### src/rtl/dac_window_discriminator.sv
// Spike window discriminator: a trigger on threshold 1 opens sample-indexed windows; detect pulses one cycle after the deciding strobe.
// No backpressure: every sample_valid strobe is consumed, including one arriving in the decision cycle.
module dac_window_discriminator #(
    parameter int WIDTH       = 16,
    parameter int STATE_DBG_W = 32
) (
    input  logic                   dataclk,
    input  logic                   reset,
    input  logic                   enable,
    input  logic                   fsm_mode,
    input  logic                   sample_valid,
    input  logic [WIDTH-1:0]       sample_in,
    input  logic [WIDTH-1:0]       thrsh_1,
    input  logic [WIDTH-1:0]       thrsh_2,
    input  logic                   thrsh_pol_1,
    input  logic                   thrsh_pol_2,
    input  logic [1:0]             edge_type,
    input  logic [WIDTH-1:0]       start_win_1,
    input  logic [WIDTH-1:0]       stop_win_1,
    input  logic [WIDTH-1:0]       start_win_2,
    input  logic [WIDTH-1:0]       stop_win_2,
    input  logic [WIDTH-1:0]       stop_max,
    output logic                   thresh_out,
    output logic [STATE_DBG_W-1:0] fsm_window_state
);

    typedef enum logic [3:0] {
        ST_IDLE  = 4'd0,
        ST_ARMED = 4'd1
    } state_t;

    state_t           state, state_nxt;
    logic [WIDTH-1:0] k, k_nxt, k_eval;
    logic             win1_hit, win1_hit_nxt;
    logic             win2_hit, win2_hit_nxt;
    logic             prev_cond1, prev_cond1_nxt;
    logic             out_nxt;
    logic [WIDTH-1:0] s1_q, e1_q, s2_q, e2_q, max_q;
    logic [WIDTH-1:0] s1_nxt, e1_nxt, s2_nxt, e2_nxt, max_nxt;
    logic             cond1, cond2, trigger, evaluate, started;
    logic             hit1, hit2;
    logic [STATE_DBG_W-1:0] dbg_nxt;

    always_comb begin
        cond1 = thrsh_pol_1 ? (sample_in >= thrsh_1) : (sample_in <= thrsh_1);
        cond2 = thrsh_pol_2 ? (sample_in >= thrsh_2) : (sample_in <= thrsh_2);
        case (edge_type)
            2'b01:   trigger = !cond1 && prev_cond1;
            2'b10:   trigger = cond1 && !prev_cond1;
            default: trigger = cond1;
        endcase
    end

    always_comb begin
        state_nxt      = state;
        k_nxt          = k;
        win1_hit_nxt   = win1_hit;
        win2_hit_nxt   = win2_hit;
        prev_cond1_nxt = sample_valid ? cond1 : prev_cond1;
        out_nxt        = fsm_mode ? 1'b0 : thresh_out;
        s1_nxt         = s1_q;
        e1_nxt         = e1_q;
        s2_nxt         = s2_q;
        e2_nxt         = e2_q;
        max_nxt        = max_q;
        k_eval         = '0;
        evaluate       = 1'b0;
        started        = 1'b0;
        hit1           = 1'b0;
        hit2           = 1'b0;

        if (!enable || !fsm_mode) begin
            // Covers disable, bypass and a mode switch mid-window: the window is dropped silently.
            state_nxt    = ST_IDLE;
            k_nxt        = '0;
            win1_hit_nxt = 1'b0;
            win2_hit_nxt = 1'b0;
            if (!enable)
                out_nxt = 1'b0;
            else if (sample_valid)
                out_nxt = cond1;
        end else if (sample_valid) begin
            if (state == ST_IDLE) begin
                if (trigger) begin
                    s1_nxt   = start_win_1;
                    e1_nxt   = stop_win_1;
                    s2_nxt   = start_win_2;
                    e2_nxt   = stop_win_2;
                    max_nxt  = stop_max;
                    k_eval   = '0;
                    evaluate = 1'b1;
                    started  = 1'b1;
                end
            end else begin
                k_eval   = k + WIDTH'(1);
                evaluate = 1'b1;
            end

            if (evaluate) begin
                // The trigger sample starts with clear hits rather than whatever is left in the registers.
                hit1 = (!started && win1_hit) ||
                       (cond1 && (k_eval >= s1_nxt) && (k_eval <= e1_nxt));
                hit2 = (!started && win2_hit) ||
                       (cond2 && (k_eval >= s2_nxt) && (k_eval <= e2_nxt));
                if (k_eval == max_nxt) begin
                    out_nxt      = hit1 && hit2;
                    state_nxt    = ST_IDLE;
                    k_nxt        = '0;
                    win1_hit_nxt = 1'b0;
                    win2_hit_nxt = 1'b0;
                end else begin
                    state_nxt    = ST_ARMED;
                    k_nxt        = k_eval;
                    win1_hit_nxt = hit1;
                    win2_hit_nxt = hit2;
                end
            end
        end

        dbg_nxt        = '0;
        dbg_nxt[31:28] = state_nxt;
        dbg_nxt[27]    = win1_hit_nxt;
        dbg_nxt[26]    = win2_hit_nxt;
        dbg_nxt[25]    = prev_cond1_nxt;
        dbg_nxt[15:0]  = 16'(k_nxt);
    end

    always_ff @(posedge dataclk) begin
        if (!reset) begin
            state            <= ST_IDLE;
            k                <= '0;
            win1_hit         <= 1'b0;
            win2_hit         <= 1'b0;
            prev_cond1       <= 1'b0;
            thresh_out       <= 1'b0;
            s1_q             <= '0;
            e1_q             <= '0;
            s2_q             <= '0;
            e2_q             <= '0;
            max_q            <= '0;
            fsm_window_state <= '0;
        end else begin
            state            <= state_nxt;
            k                <= k_nxt;
            win1_hit         <= win1_hit_nxt;
            win2_hit         <= win2_hit_nxt;
            prev_cond1       <= prev_cond1_nxt;
            thresh_out       <= out_nxt;
            s1_q             <= s1_nxt;
            e1_q             <= e1_nxt;
            s2_q             <= s2_nxt;
            e2_q             <= e2_nxt;
            max_q            <= max_nxt;
            fsm_window_state <= dbg_nxt;
        end
    end

endmodule

### config.mk
export PLATFORM = sky130hd
export DESIGN_NAME = dac_window_discriminator
export DESIGN_NICKNAME = d
export VERILOG_FILES = /design/src/rtl/dac_window_discriminator.sv
export SDC_FILE = /design/constraint.sdc
export NUM_CORES = 1
export LEC_CHECK = 0
export BUFFER_PORTS_ARGS = -buffer_cell sky130_fd_sc_hd__buf_2
export CORE_MARGIN = 2
export CORE_UTILIZATION = 30
export CTS_CLUSTER_DIAMETER = 30
export CTS_CLUSTER_SIZE = 28
export DETAILED_ROUTE_END_ITERATION = 8
export PLACE_DENSITY_LB_ADDON = 0.08
export SETUP_SLACK_MARGIN = 0.5
export SLEW_MARGIN = 0
export SYNTH_ARGS = -nofsm -noshare
export SYNTH_HDL_FRONTEND = slang
export SYNTH_SLANG_ARGS = --single-unit
### constraint.sdc
create_clock -name dataclk -period 6.1 [get_ports dataclk]
set_input_delay 0.305 -clock dataclk [delete_from_list [all_inputs] [get_ports dataclk]]
set_output_delay 0.305 -clock dataclk [all_outputs]
set_load 0.01 [all_outputs]
==> results.sh <==
export IMPL_run_status="completed"
export IMPL_tritoncts="done"
export IMPL_fin_ws_ps=1210
export IMPL_p_per_area_nw_per_um2=194
export IMPL_dp_slack_ps=852
export IMPL_postRouteAntennaNets=0
export IMPL_grt_overflow_total=0
export IMPL_first_global_vias=6199
export IMPL_ctsResizeCount=0
export IMPL_synth_edff_count=0
export IMPL_fillerInstances=2649
export IMPL_drive_above_1_share=0.197
export IMPL_routed_wl_microns=22800
export IMPL_ios=170
export IMPL_finalMaxSlewViolations=0
export IMPL_drcViolationCount=0
export IMPL_vdd_drop_max_v=0.000107
export IMPL_syn_area_per_cell_sq_um=8.74
export IMPL_ys_flop_type="dfxtp_1"
export IMPL_start_util=0.304
export IMPL_final_net_count=1226
export IMPL_track_usage=0.173
export IMPL_rsz0062_at_grt="no"
export IMPL_clk_pin_slew_ps=80
export IMPL_synthDistinctLibCells=72
export IMPL_post_cts_buffers=0
export IMPL_clock_skew_ps=7.53
export IMPL_critPathKind="in2reg"
export IMPL_cp_start_kind="input pin"
export IMPL_finalHoldViolCount=0
export IMPL_via_per_inst=4.93
export IMPL_cts_hold_fix_buffers=0
export IMPL_fin_setup_tns_ps=0
export IMPL_detail_route_first_pass_iterations=5
export IMPL_cp_data_required_time_ps=6350
export IMPL_synthToLayoutAreaGrowth_pct=16.4
export IMPL_grt_pass1_wl_microns=35400
export IMPL_leakage_nw=3.77
export IMPL_setup_viol=0
export IMPL_die_h_microns=163
export IMPL_row_count=58
export IMPL_numPortBuffers=157
export IMPL_fin_crit_ps=4890
export IMPL_num_vias=6540
export IMPL_core_area_sq_um=25000
export IMPL_drtIter0Drc=286
export IMPL_cts_htree_levels=3
export IMPL_final_cell_mix="buf_2 (157), nor2_1 (113), dfxtp_1 (101)"
export IMPL_slew_headroom=0.298
export IMPL_seq_area_frac_synth=0.267
export IMPL_worst_hold_path_type="in2reg"
export IMPL_ys_ff_latch=101
export IMPL_synthArstFlopShare=0
export IMPL_yosys_warnings=0
export IMPL_netlist_area_sq_um=7580
export IMPL_insertion_delay_ps=360
export IMPL_r2r_slack_ps=1670
export IMPL_endpoint_kind="flop"
export IMPL_post_dp_hpwl_microns=17600
export IMPL_die_area_sq_um=26600
export IMPL_cts_root_to_sink_buffers=2
export IMPL_antenna_found_initial=1
export IMPL_final_common_cell="buf_2"
export IMPL_tightest_slew_ps=1050
export IMPL_cts_sinks=101
export IMPL_cp_max_fo=39
export IMPL_cts_buffers=9
export IMPL_postSynthCellCount=867
export IMPL_place_gp_congestion=0.785
export IMPL_die_x_microns=163
export IMPL_wl_per_cell_microns=17.2
export IMPL_maxCapViolations=0
export IMPL_finalCritPeriodShare=0.801
export IMPL_grt_max_degree=81
export IMPL_fmax_mhz=205
export IMPL_cts_root_buffer="clkbuf_16"
export IMPL_critPathArrivalTime_ps=5140
registers in the layout, summed over array words and instances (netlist names):
name / cells
fsm_window_state: 20
e1_q: 16
e2_q: 16
max_q: 16
s1_q: 16
s2_q: 16
thresh_out: 1
cell families (layout without fill, tap and decap cells):
kind of cell,count (synthesis),after routing,synth area share
xor+xnor,30,30,0.0401
simple gates,239,239,0.154
other cells,1,13,0.000495
buf+inv,110,227,0.0730
compound gates,200,200,0.186
fa+ha+maj,99,99,0.163
flops,101,101,0.267
mux,87,87,0.116
layer usage:
layer	track usage	vias to the layer above	wire (microns)
met5	0	-	0
met4	0.0463	0	311
met3	0.0262	16	900
met2	0.275	138	10300
met1	0.244	2967	11300
li1	-	3419	-
synth_stat cells (2+ instances only):
cell type / number / share of area
o21bai_1: 2 / 0.0020
buf_4: 20 / 0.020
a21oi_2: 2 / 0.0023
a21oi_1: 38 / 0.025
nor2b_1: 4 / 0.0033
ha_1: 99 / 0.16
nand3_1: 23 / 0.015
and4_1: 2 / 0.0023
mux2_1: 4 / 0.0059
nand4_1: 11 / 0.0091
dfxtp_1: 101 / 0.27
a311oi_1: 7 / 0.0081
mux2i_1: 82 / 0.11
xnor2_1: 15 / 0.017
xor2_1: 12 / 0.014
a22oi_1: 5 / 0.0050
inv_1: 48 / 0.024
a211o_1: 3 / 0.0035
or3_1: 3 / 0.0025
a2111oi_0: 6 / 0.0069
and2_1: 8 / 0.0066
a31oi_1: 7 / 0.0058
a21o_1: 10 / 0.0099
nand2b_1: 6 / 0.0050
a211oi_1: 67 / 0.066
o21ba_2: 2 / 0.0026
buf_6: 8 / 0.012
o2111ai_1: 2 / 0.0023
clkbuf_1: 29 / 0.014
nor3_1: 13 / 0.0086
a21boi_0: 2 / 0.0020
o211ai_1: 5 / 0.0050
nand2_1: 25 / 0.012
and3_1: 4 / 0.0033
nor2_1: 113 / 0.056
nor4_1: 13 / 0.011
o21ai_0: 22 / 0.015
buf_2: 4 / 0.0026
or4_1: 2 / 0.0020
xnor3_1: 3 / 0.0089
o21a_1: 3 / 0.0030
o221ai_1: 2 / 0.0023
worst paths after layout:
check,startpoint,cells after the start,end
max,sample_in[14],20,thresh_out
min,stop_max[8],3,max_q[8]
max reg2reg,fsm_window_state[0],14,fsm_window_state[27]
min reg2reg,s1_q[0],2,s1_q[0]
critical path, cell delays in order:
cell and delay (ps):
buf_2 110, ha_1 340, nand4_1 160, or2_1 300, a2111oi_4 410, nand4bb_1 200, nand3_1 230, a21oi_4 330
buf_12 310, mux2_1 380, ha_1 290, nand2b_1 140, a211o_1 280, o2111ai_1 80, a21boi_0 120, o41ai_1 280
a21oi_1 120, o211ai_1 330, a21oi_1 130, a41o_1 270
metrics by stage:
stage | hold WS [ps] | std cells | power [mW] | util | cell area (sq um)
3_3_place_gp | 468 | 1309 | 1.15 | 0.342 | 8530
4_1_cts | 180 | 1325 | 1.74 | 0.353 | 8820
6_report | 193 | 1326 | 1.71 | 0.353 | 8820
5_1_grt | 189 | 1326 | 1.82 | 0.353 | 8820
2_1_floorplan | 452 | 878 | 1.02 | - | 7620
3_5_place_dp | 479 | 1309 | 1.15 | 0.342 | 8530
area by class of cell:
| cell class | count | area (sq um) | area share |
|---|---|---|---|
| Multi-Input combinational cell | 667 | 5060 | 0.573 |
| Sequential cell | 101 | 2020 | 0.229 |
| Timing Repair Buffer | 162 | 848 | 0.0961 |
| Tap cell | 330 | 413 | 0.0468 |
| Clock buffer | 10 | 239 | 0.0271 |
| Inverter | 49 | 185 | 0.0210 |
| Clock inverter | 6 | 55.1 | 0.00624 |
| Antenna cell | 1 | 2.50 | 0.000284 |
power breakdown:
part / internal, mW / switching [mW] / leakage, nW
combinational: 0.185 / 0.247 / 2.81
sequential: 0.683 / 0.0128 / 0.821
clock: 0.296 / 0.288 / 0.145
Note: power is estimated with default switching activity, not from simulation.
